**src/rtl/pc_gen.sv**
```systemverilog
// pc_gen: program-counter generator for the miniRV fetch stage.
//
// Holds the current fetch address and picks the next one by priority:
// trap vector, redirect target, hold (stall), sequential increment.
// After reset a BOOT phase holds RESET_VEC for BOOT_CYCLES cycles
// before fetch goes live. A halt request parks the PC until a trap.
//
// Optional build macro: PC_ALIGN_CHK_EN
//   defined   - taken trap/redirect targets have their low
//               log2(INST_BYTES) bits cleared; misalign_o pulses for
//               one cycle when any of those bits were set.
//   undefined - targets load unmodified; misalign_o is tied to 0.
//
// Ports:
//   clk_i, rst_i        clock (rising edge), synchronous active-high reset
//   stall_i             hold PC this cycle
//   redirect_valid_i    load redirect_target_i (branch/jump)
//   redirect_target_i   redirect address
//   trap_valid_i        load trap_vec_i; highest priority, also exits HALT
//   trap_vec_i          trap handler address
//   halt_i              request halt
//   pc_o                current fetch address (registered)
//   pc4_o               pc_o + INST_BYTES (combinational)
//   pc_valid_o          pc_o is a live fetch address
//   misalign_o          taken target was misaligned (checked build only)

module pc_gen #(
    parameter int                 XLEN        = 32,
    parameter logic [XLEN-1:0]    RESET_VEC   = '0,
    parameter int                 INST_BYTES  = 4,
    parameter int                 BOOT_CYCLES = 1
) (
    input  logic            clk_i,
    input  logic            rst_i,
    input  logic            stall_i,
    input  logic            redirect_valid_i,
    input  logic [XLEN-1:0] redirect_target_i,
    input  logic            trap_valid_i,
    input  logic [XLEN-1:0] trap_vec_i,
    input  logic            halt_i,
    output logic [XLEN-1:0] pc_o,
    output logic [XLEN-1:0] pc4_o,
    output logic            pc_valid_o,
    output logic            misalign_o
);

    typedef enum logic [1:0] {
        BOOT = 2'd0,
        RUN  = 2'd1,
        HALT = 2'd2
    } state_e;

    localparam int              CW       = (BOOT_CYCLES > 1) ? $clog2(BOOT_CYCLES) : 1;
    localparam logic [CW-1:0]   BOOT_END = CW'(BOOT_CYCLES - 1);
    localparam logic [XLEN-1:0] STEP     = XLEN'(INST_BYTES);
    localparam logic [XLEN-1:0] LOW_MASK = XLEN'(INST_BYTES - 1);

    state_e          state_q, state_d;
    logic [CW-1:0]   cnt_q, cnt_d;
    logic [XLEN-1:0] pc_q, pc_d;
    logic            valid_q, valid_d;
    logic            load;          // a trap/redirect target is taken this cycle
    logic [XLEN-1:0] load_addr;     // the raw target being taken
    logic            mis_d;

    always_comb begin
        state_d   = state_q;
        cnt_d     = cnt_q;
        pc_d      = pc_q;
        valid_d   = valid_q;
        load      = 1'b0;
        load_addr = trap_vec_i;

        case (state_q)
            BOOT: begin
                pc_d    = RESET_VEC;
                valid_d = 1'b0;
                cnt_d   = cnt_q + CW'(1);
                if (cnt_q == BOOT_END) begin
                    state_d = RUN;
                    valid_d = 1'b1;
                end
            end
            RUN: begin
                // Trap and redirect beat halt/stall so no transfer is lost.
                if (trap_valid_i) begin
                    load      = 1'b1;
                    load_addr = trap_vec_i;
                end else if (redirect_valid_i) begin
                    load      = 1'b1;
                    load_addr = redirect_target_i;
                end else if (halt_i) begin
                    state_d = HALT;
                    valid_d = 1'b0;
                end else if (!stall_i) begin
                    pc_d = pc_q + STEP;
                end
            end
            HALT: begin
                if (trap_valid_i) begin
                    load      = 1'b1;
                    load_addr = trap_vec_i;
                    state_d   = RUN;
                    valid_d   = 1'b1;
                end
            end
            default: begin
                // Unused encoding: fall back to a clean boot.
                state_d = BOOT;
                cnt_d   = '0;
                pc_d    = RESET_VEC;
                valid_d = 1'b0;
            end
        endcase

`ifdef PC_ALIGN_CHK_EN
        mis_d = load && |(load_addr & LOW_MASK);
        if (load) pc_d = load_addr & ~LOW_MASK;
`else
        mis_d = 1'b0;
        if (load) pc_d = load_addr;
`endif
    end

    always_ff @(posedge clk_i) begin
        if (rst_i) begin
            state_q <= BOOT;
            cnt_q   <= '0;
            pc_q    <= RESET_VEC;
            valid_q <= 1'b0;
        end else begin
            state_q <= state_d;
            cnt_q   <= cnt_d;
            pc_q    <= pc_d;
            valid_q <= valid_d;
        end
    end

`ifdef PC_ALIGN_CHK_EN
    logic mis_q;

    always_ff @(posedge clk_i) begin
        if (rst_i) mis_q <= 1'b0;
        else       mis_q <= mis_d;
    end

    assign misalign_o = mis_q;
`else
    assign misalign_o = 1'b0;

    logic unused_mis;
    assign unused_mis = mis_d;
`endif

    assign pc_o       = pc_q;
    assign pc4_o      = pc_q + STEP;
    assign pc_valid_o = valid_q;

endmodule

```
**config.mk**
```make
export PLATFORM = sky130hd
export DESIGN_NAME = pc_gen
export DESIGN_NICKNAME = d
export VERILOG_FILES = /design/src/rtl/pc_gen.sv
export SDC_FILE = /design/constraint.sdc
export NUM_CORES = 1
export LEC_CHECK = 0
export CAP_MARGIN = 20
export CORE_UTILIZATION = 42
export DETAILED_ROUTE_END_ITERATION = 7
export PLACE_DENSITY = 0.86
export SYNTH_ARGS = -nofsm -noshare
export SYNTH_HDL_FRONTEND = slang
export SYNTH_SLANG_ARGS = --single-unit
```
**constraint.sdc**
```tcl
create_clock -name clk_i -period 4.4 [get_ports clk_i]
set_clock_uncertainty 0.05 [all_clocks]
set_input_delay 0.88 -clock clk_i [delete_from_list [all_inputs] [get_ports clk_i]]
set_output_delay 0.88 -clock clk_i [all_outputs]
set_load 0.01 [all_outputs]
```
[After elaboration in Yosys (flattened, before gate mapping)]
Cells that the tools add are included.
Cells by class
  add/subtract/negate cells: 2
  mux-type cells: 26
  equality and inequality tests: 12
  reductions and logical operators: 5
Operators by type and width (number)
  $mux W32: 8
  $pmux W32 S2: 1
  $add A32 B3 Y32 const B: 1
  $ne A2 B2 Y1 const B: 6
  $ne A3 B3 Y1 const B: 4
  $mux W2: 5
  $reduce_and A5 Y1: 2
  $mux W1: 8
  $pmux W2 S3: 1
  $pmux W1 S2: 2
  $reduce_and A4 Y1: 1
  $pmux W1 S3: 1
  $eq A2 B1 Y1 const B: 1
  $eq A2 B2 Y1 const B: 1
  $logic_not A2 Y1: 1
  $reduce_or A2 Y1: 1
  $add A1 B1 Y1 const B: 1
Word-level totals
  bits in registers: 36
  word-level logic and storage cells: 49
  output and inout bits: 66
  input bits: 70

[Logic depth before layout (Yosys ltp)]
Gate-level depths: netlist of the first run.
  depth after elaboration: 7
  gate-level depth with buffers: 10
  gate-level depth less buffers: 7

[Worst setup path after synthesis of the first run]
OpenSTA, ideal clock, no wires.
  path type: reg2out
  start point: reg pc_q[13], in the netlist pc_o[13]
  end point: out pc4_o[19]
  data required time: 3.470 ns
  stages on the path, launching flop included: 7
  arrival: 1.845 ns
  buffers on the path: 2
  setup slack: 1.625 ns
  cell sequence: dfxtp_1 > clkbuf_1 > nand4_1 > or4_4 > buf_6 > nor3_1 > xor2_1
Between the ends
  word-level cells in the longest chain between the ends: 1
RTL lines
  from (decl): RTL line 60  | logic [XLEN-1:0] pc_q, pc_d;
  from (signal assigned): RTL line 134  | pc_q <= pc_d;
  $add A32 B3 Y32: RTL line 156  | assign pc4_o = pc_q + STEP;
  to (decl): RTL line 42  | output logic [XLEN-1:0] pc4_o,
Every way passes these cells.

[Worst setup path after layout of the first run]
  start point: reg pc_q[2], in the netlist pc_o[2]
  end point: out pc4_o[28]
Same word-level chain as after synthesis.

==> results of run 1 <==
[final timing paths]
path,start,endpoint,slack [ps],cells past startpoint
worst max-delay path,pc_o[2],pc4_o[28],650,6
worst min-delay path,state_q[0],state_q[0],430,2
worst max register to register,state_q[1],pc_o[23],1790,8
worst min register to register,state_q[0],state_q[0],430,2
[cell families (layout without fill, tap and decap cells)]
group / after synthesis / in the layout
buffers and inverters: 51 / 160
other: 1 / 1
DFF: 36 / 36
xor gates and xnor gates: 28 / 28
AOI/OAI and AO/OA: 117 / 117
and+or+nand+nor: 150 / 150
muxes: 6 / 6
adders and majority gates: 5 / 5
[area by class of cell]
| class | count | share of cell area, % |
|---|---|---|
| Multi-Input combinational cell | 307 | 45.8 |
| Timing Repair Buffer | 139 | 31.5 |
| Sequential cell | 36 | 16.5 |
| Tap cell | 96 | 2.75 |
| Clock buffer | 7 | 2.20 |
| Inverter | 14 | 1.20 |
[synth_stat cells (6+ instances only)]
cell type   n  area share [%]
a21oi_1    23             3.9
xnor2_1    20             5.9
nor3_1      8             1.4
dfxtp_1    36              24
buf_2       7             1.2
o221ai_1    8             2.4
o21ai_0    23             3.9
nand2_1    24             3.1
and3_1      6             1.3
inv_1      13             1.7
nor2_1     40             5.1
nand3_1    21             3.6
o22ai_1    26             5.5
clkbuf_1   20             2.5
nand4_1    11             2.3
or3_1       8             1.7
mux2i_1     6             2.0
nor4_1      6             1.3
xor2_1      8             2.4
[metal layers]
layer / track usage (%) / share of wire (%)
met4: 12.9 / 3.2
met2: 48.1 / 47
met1: 34.1 / 40
met3: 6.16 / 9.4
met5: 0 / 0
[sequential cells by signal, summed over array words and instances, names as in the netlist]
register	cells
pc_valid_o	1
cnt_q	1
pc_o	32
state_q	2
[power by group through the flow]
stage               sequential [mW]  combinational [mW]  clock (mW)
CTS                           0.486               0.880       0.266
floorplan                     0.476               0.512           0
finish                        0.489               0.889       0.267
global placement              0.488               0.852           0
detailed placement            0.493               0.875           0
global route                  0.500               0.963       0.280
[metrics by stage]
step | total power [mW] | hold WS [ps]
after floorplan | 0.987 | 399
after global placement | 1.34 | 411
after detailed placement | 1.37 | 418
after CTS | 1.63 | 430
after global routing | 1.74 | 463
final | 1.64 | 429
[worst register-to-register path, cell delays in order, from the launching register on]
cell and delay, ps:
dfxtp_1 350, inv_1 90, ha_1 380, nand3b_1 570
buf_4 430, o22ai_1 250, nor2_1 110, nor3_1 210
a211oi_1 60
==> results.py, run 1 <==
metrics = {
    "job": {
        "drv_cap": 0,
    },
    "critical_path": {
        "startpoint_type": "register",
        "slowest_stage": "clkdlybuf4s50_1",
        "critical_path.cell_chain": "ha_1 -> nand3_1 -> nor4_4 -> nand3b_1 -> xnor2_1 -> clkdlybuf4s50_1",
        "crit_path_end_kind": "primary output",
        "cp.arrival_ps": 2820,
        "slowest_delay_ps": 560,
        "cpLargestDelayFamily": "simple AND/OR/NAND/NOR gates",
        "crit_fanout": 8,
        "crit_required_ps": 3470,
        "cp_num_buf_inv": 1,
        "critPathKind": "register to primary output",
    },
    "floorplan": {
        "ios": 136,
        "die_w_um": 85.8,
        "die_area_um2": 7370,
        "placement_rows": 30,
        "die_y_um": 85.8,
        "coreArea_um2": 6790,
        "initial_core_util_pct": 43.4,
    },
    "routing": {
        "drt_wl_total_um": 10200,
        "drt_drc_violations_left": 0,
        "drt-pass1-iter-count": 5,
        "viasPerCell": 6.01,
        "vias": 3600,
        "drt_iter0_markers": 330,
        "wl_per_cell_um": 17.0,
        "ant_nets": 0,
    },
    "global_routing": {
        "track_usage_pct": 28.3,
        "gr-total-overflow": 0,
        "antenna_found_initial": 0,
        "grt_pass1_vias": 3428,
        "grt_max_degree": 32,
        "grt_pass1_wl_um": 16500,
    },
    "sta": {
        "rsz0062_at_grt": "false",
        "period_share_pct": 85.3,
        "finalSetupViolCount": 0,
        "worst_pin_slew_ps": 1050,
        "slew_headroom_pct": 29.9,
        "fin_crit_ps": 3750,
        "worst_slack_ps": 647,
        "hold_violations": 0,
        "fin_tns_setup_ps": 0,
        "clock.fmax_ghz": 0.266,
        "drv_slew": 0,
    },
    "placement": {
        "port_buffers": 134,
        "place_inst": 592,
        "placed_area_um2": 4280,
        "dpl_worst_slack_ps": 1000,
        "gp_congestion": 0.962,
        "place.detailed.hpwl_um": 7580,
    },
    "logic_synthesis": {
        "synth_xor_area_share_pct": 8.31,
        "synth_top_family_by_area": "simple AND/OR/NAND/NOR gates",
        "ys_seq_area_share_pct": 24.4,
        "syn_nets": 469,
        "ys_async_sr_fraction_pct": 0,
        "netlist_instances": 394,
        "syn_area_per_cell_um2": 7.49,
        "yosys_warnings": 0,
        "ys.flop_type": "dfxtp_1",
        "synth.distinct_cells": 62,
        "synth-simple-area-share_pct": 28.8,
        "synth_area_um2": 2950,
        "synth-edff-count": 0,
        "synth_compound_area_share_pct": 26.5,
        "synth_mux_area_share_pct": 2.03,
        "synth-seq-cells": 36,
        "synthAdderAreaFrac_pct": 2.12,
    },
    "pwr": {
        "p_per_area_nw_per_um2": 376,
        "max-vdd-ir-drop_v": 0.000320,
        "p_seq_share_pct": 29.7,
        "swShare_pct": 42.6,
        "combPwrFrac_pct": 54.0,
        "cellInternalPower_uw": 944,
        "pwr-share-clk_pct": 16.2,
        "switching_power_uw": 701,
        "p_leak_nw": 1.52,
    },
    "final_layout": {
        "antenna_cells": 0,
        "drive_above_1_share_pct": 5.77,
        "final_area_um2": 4370,
        "mostFrequentLayoutCells": "134 x clkdlybuf4s50_1, 40 x nor2_1, 36 x dfxtp_1, 26 x o22ai_1, 24 x nand2_1",
        "nets": 578,
        "final.fill_count": 577,
        "final_common_cell": "clkdlybuf4s50_1",
        "final_cells": 599,
        "syn_to_final_growth_pct": 48.2,
        "fin_util_pct": 64.4,
        "seqCellArea_um2": 721,
        "multiInputGateArea_um2": 2000,
    },
    "hold_path": {
        "hp-class": "register to register",
    },
    "outcome": {
        "outcome": "finished, final reports clean",
    },
    "clock_network": {
        "cts_tree": "built",
        "ctsHtreeMaxLevel": 2,
        "clock_sinks": 36,
        "clockBufferDepth": 2,
        "clk_pin_slew_ps": 70,
        "ctsResizeCount": 0,
        "clk_latency_ps": 300,
        "holdBufCountCts": 0,
        "cts_setup_buffers": 0,
        "root_buffer": "clkbuf_8",
        "cts_buffers": 5,
    },
}
Note: power is estimated with default switching activity, not from simulation.
==> run 2: changes to the inputs <==
GPL_TIMING_DRIVEN = 0   (was default)
==> results.py, run 2 (synthesis gave the netlist of run 1 again) <==
metrics = {
    "outcome": {
        "outcome": "finished, final reports clean",
    },
    "final_layout": {
        "final.fill_count": 593,
        "seqCellArea_um2": 721,
        "mostFrequentLayoutCells": "133 x clkdlybuf4s50_1, 40 x nor2_1, 36 x dfxtp_1, 26 x o22ai_1, 24 x nand2_1",
        "syn_to_final_growth_pct": 52.8,
        "final_area_um2": 4510,
        "drive_above_1_share_pct": 6.73,
        "fin_util_pct": 66.4,
        "nets": 609,
        "antenna_cells": 0,
        "final_common_cell": "clkdlybuf4s50_1",
        "multiInputGateArea_um2": 2000,
        "largest_reg_flops": 32,
    },
    "critical_path": {
        "cp_num_buf_inv": 1,
        "ff2ff_path_depth": 6,
        "critPathKind": "register to primary output",
        "r2r_end": "pc_o[28]",
        "reg2reg_slack_ps": 1870,
        "crit_fanout": 8,
        "crit_required_ps": 3470,
        "critical_path.cell_chain": "ha_1 -> nand3_1 -> nor4_4 -> nand3b_1 -> xnor2_1 -> clkdlybuf4s50_1",
        "startpoint_type": "register",
        "crit_path_end_kind": "primary output",
        "slowest_stage": "nor4_4",
        "slowest_delay_ps": 590,
        "cp.arrival_ps": 2950,
        "cpLargestDelayFamily": "simple AND/OR/NAND/NOR gates",
        "r2r-start": "pc_o[2]",
        "startpoint": "pc_o[2]",
    },
    "sta": {
        "clock.fmax_ghz": 0.258,
        "fin_tns_setup_ps": 0,
        "hold_violations": 0,
        "finalSetupViolCount": 0,
        "worst_pin_slew_ps": 661,
        "drv_slew": 0,
        "period_share_pct": 88.1,
        "fin_crit_ps": 3880,
        "worst_slack_ps": 522,
        "rsz0062_at_grt": "false",
        "slew_headroom_pct": 55.8,
    },
    "floorplan": {
        "coreArea_um2": 6790,
        "placement_rows": 30,
        "die_area_um2": 7370,
        "die_y_um": 85.8,
        "ios": 136,
        "die_w_um": 85.8,
        "initial_core_util_pct": 43.4,
    },
    "clock_network": {
        "root_buffer": "clkbuf_8",
        "cts_buffers": 5,
        "ctsResizeCount": 0,
        "clockBufferDepth": 2,
        "clk_pin_slew_ps": 80,
        "holdBufCountCts": 0,
        "cts_setup_buffers": 0,
        "ctsHtreeMaxLevel": 2,
        "cts_tree": "built",
        "clock_sinks": 36,
        "clk_latency_ps": 310,
    },
    "pwr": {
        "p_leak_nw": 1.59,
        "p_per_area_nw_per_um2": 382,
        "p_total_mw": 1.72,
        "max-vdd-ir-drop_v": 0.000207,
    },
    "placement": {
        "gp_congestion": 0.938,
        "place.detailed.hpwl_um": 8260,
        "placed_area_um2": 4400,
        "dpl_worst_slack_ps": 905,
        "port_buffers": 133,
    },
    "global_routing": {
        "grt_pass1_wl_um": 17300,
        "use_met2_pct": 49.8,
        "gr-total-overflow": 0,
        "antenna_found_initial": 0,
        "grt_busiest_layer": "met2",
        "met1_usage_pct": 37.7,
        "track_usage_pct": 29.8,
        "use_met3_pct": 5.68,
        "grt_max_degree": 12,
        "grt_pass1_vias": 3573,
    },
    "hold_path": {
        "holdPathEnd": "cnt_q",
        "hp-class": "register to register",
        "hold_start": "cnt_q",
        "hold_depth": 2,
    },
    "routing": {
        "wl_per_cell_um": 17.4,
        "vias": 3758,
        "ant_nets": 0,
        "viasPerCell": 5.96,
        "drt_drc_violations_left": 0,
        "drt-pass1-iter-count": 5,
        "drt_iter0_markers": 500,
        "drt_wl_total_um": 11000,
    },
    "job": {
        "drv_cap": 0,
    },
}
[run 2: cell count changes in the layout (fill, tap and decap cells not counted), sizes merged]
cell / previous run / this run
clkbuf: 7 / 26
buf: 5 / 17
bufinv: 0 / 1
clkdlybuf4s50: 134 / 133
clkinv: 0 / 1
[run 2: worst max-delay path by stage]
stage,to,slack [ps],cells after the start
2_1_floorplan,pc4_o[19],1630,6
3_3_place_gp,pc4_o[28],920,6
3_5_place_dp,pc4_o[28],910,6
4_1_cts,pc4_o[28],590,6
5_1_grt,pc4_o[28],420,6
6_report,pc4_o[28],520,6
[run 2: metrics by stage]
step	hold WS [ps]	cells
after global placement	405	623
after detailed placement	421	623
final	428	631
after global routing	455	631
after floorplan	399	394
after CTS	431	631
[run 2: where the power goes]
group,switching [mW],internal [mW],leakage [nW]
sequential,0.0770,0.386,0.292
clock,0.134,0.168,0.0552
combinational,0.528,0.430,1.24
[run 2: cell type report]
cell class,instances,area share [%]
Inverter,14,1.17
Clock buffer,6,1.61
Multi-Input combinational cell,307,44.4
Sequential cell,36,16.0
Tap cell,96,2.66
Timing Repair Buffer,133,29.5
Buffer,37,3.86
Clock inverter,2,0.777
[run 2: metal layers]
metal / up-vias / share of wire (%)
li1: 1747 / -
met1: 1708 / 40
met2: 269 / 48
met3: 34 / 9.9
met4: 0 / 2.4
met5: - / 0
[run 2: worst register-to-register path, cell delays in order (launching register included)]
cell and delay [ps]:
dfxtp_1 490, ha_1 290, nand3_1 300, nor4_4 590, nand3b_1 230, or3_1 400
o211ai_1 110
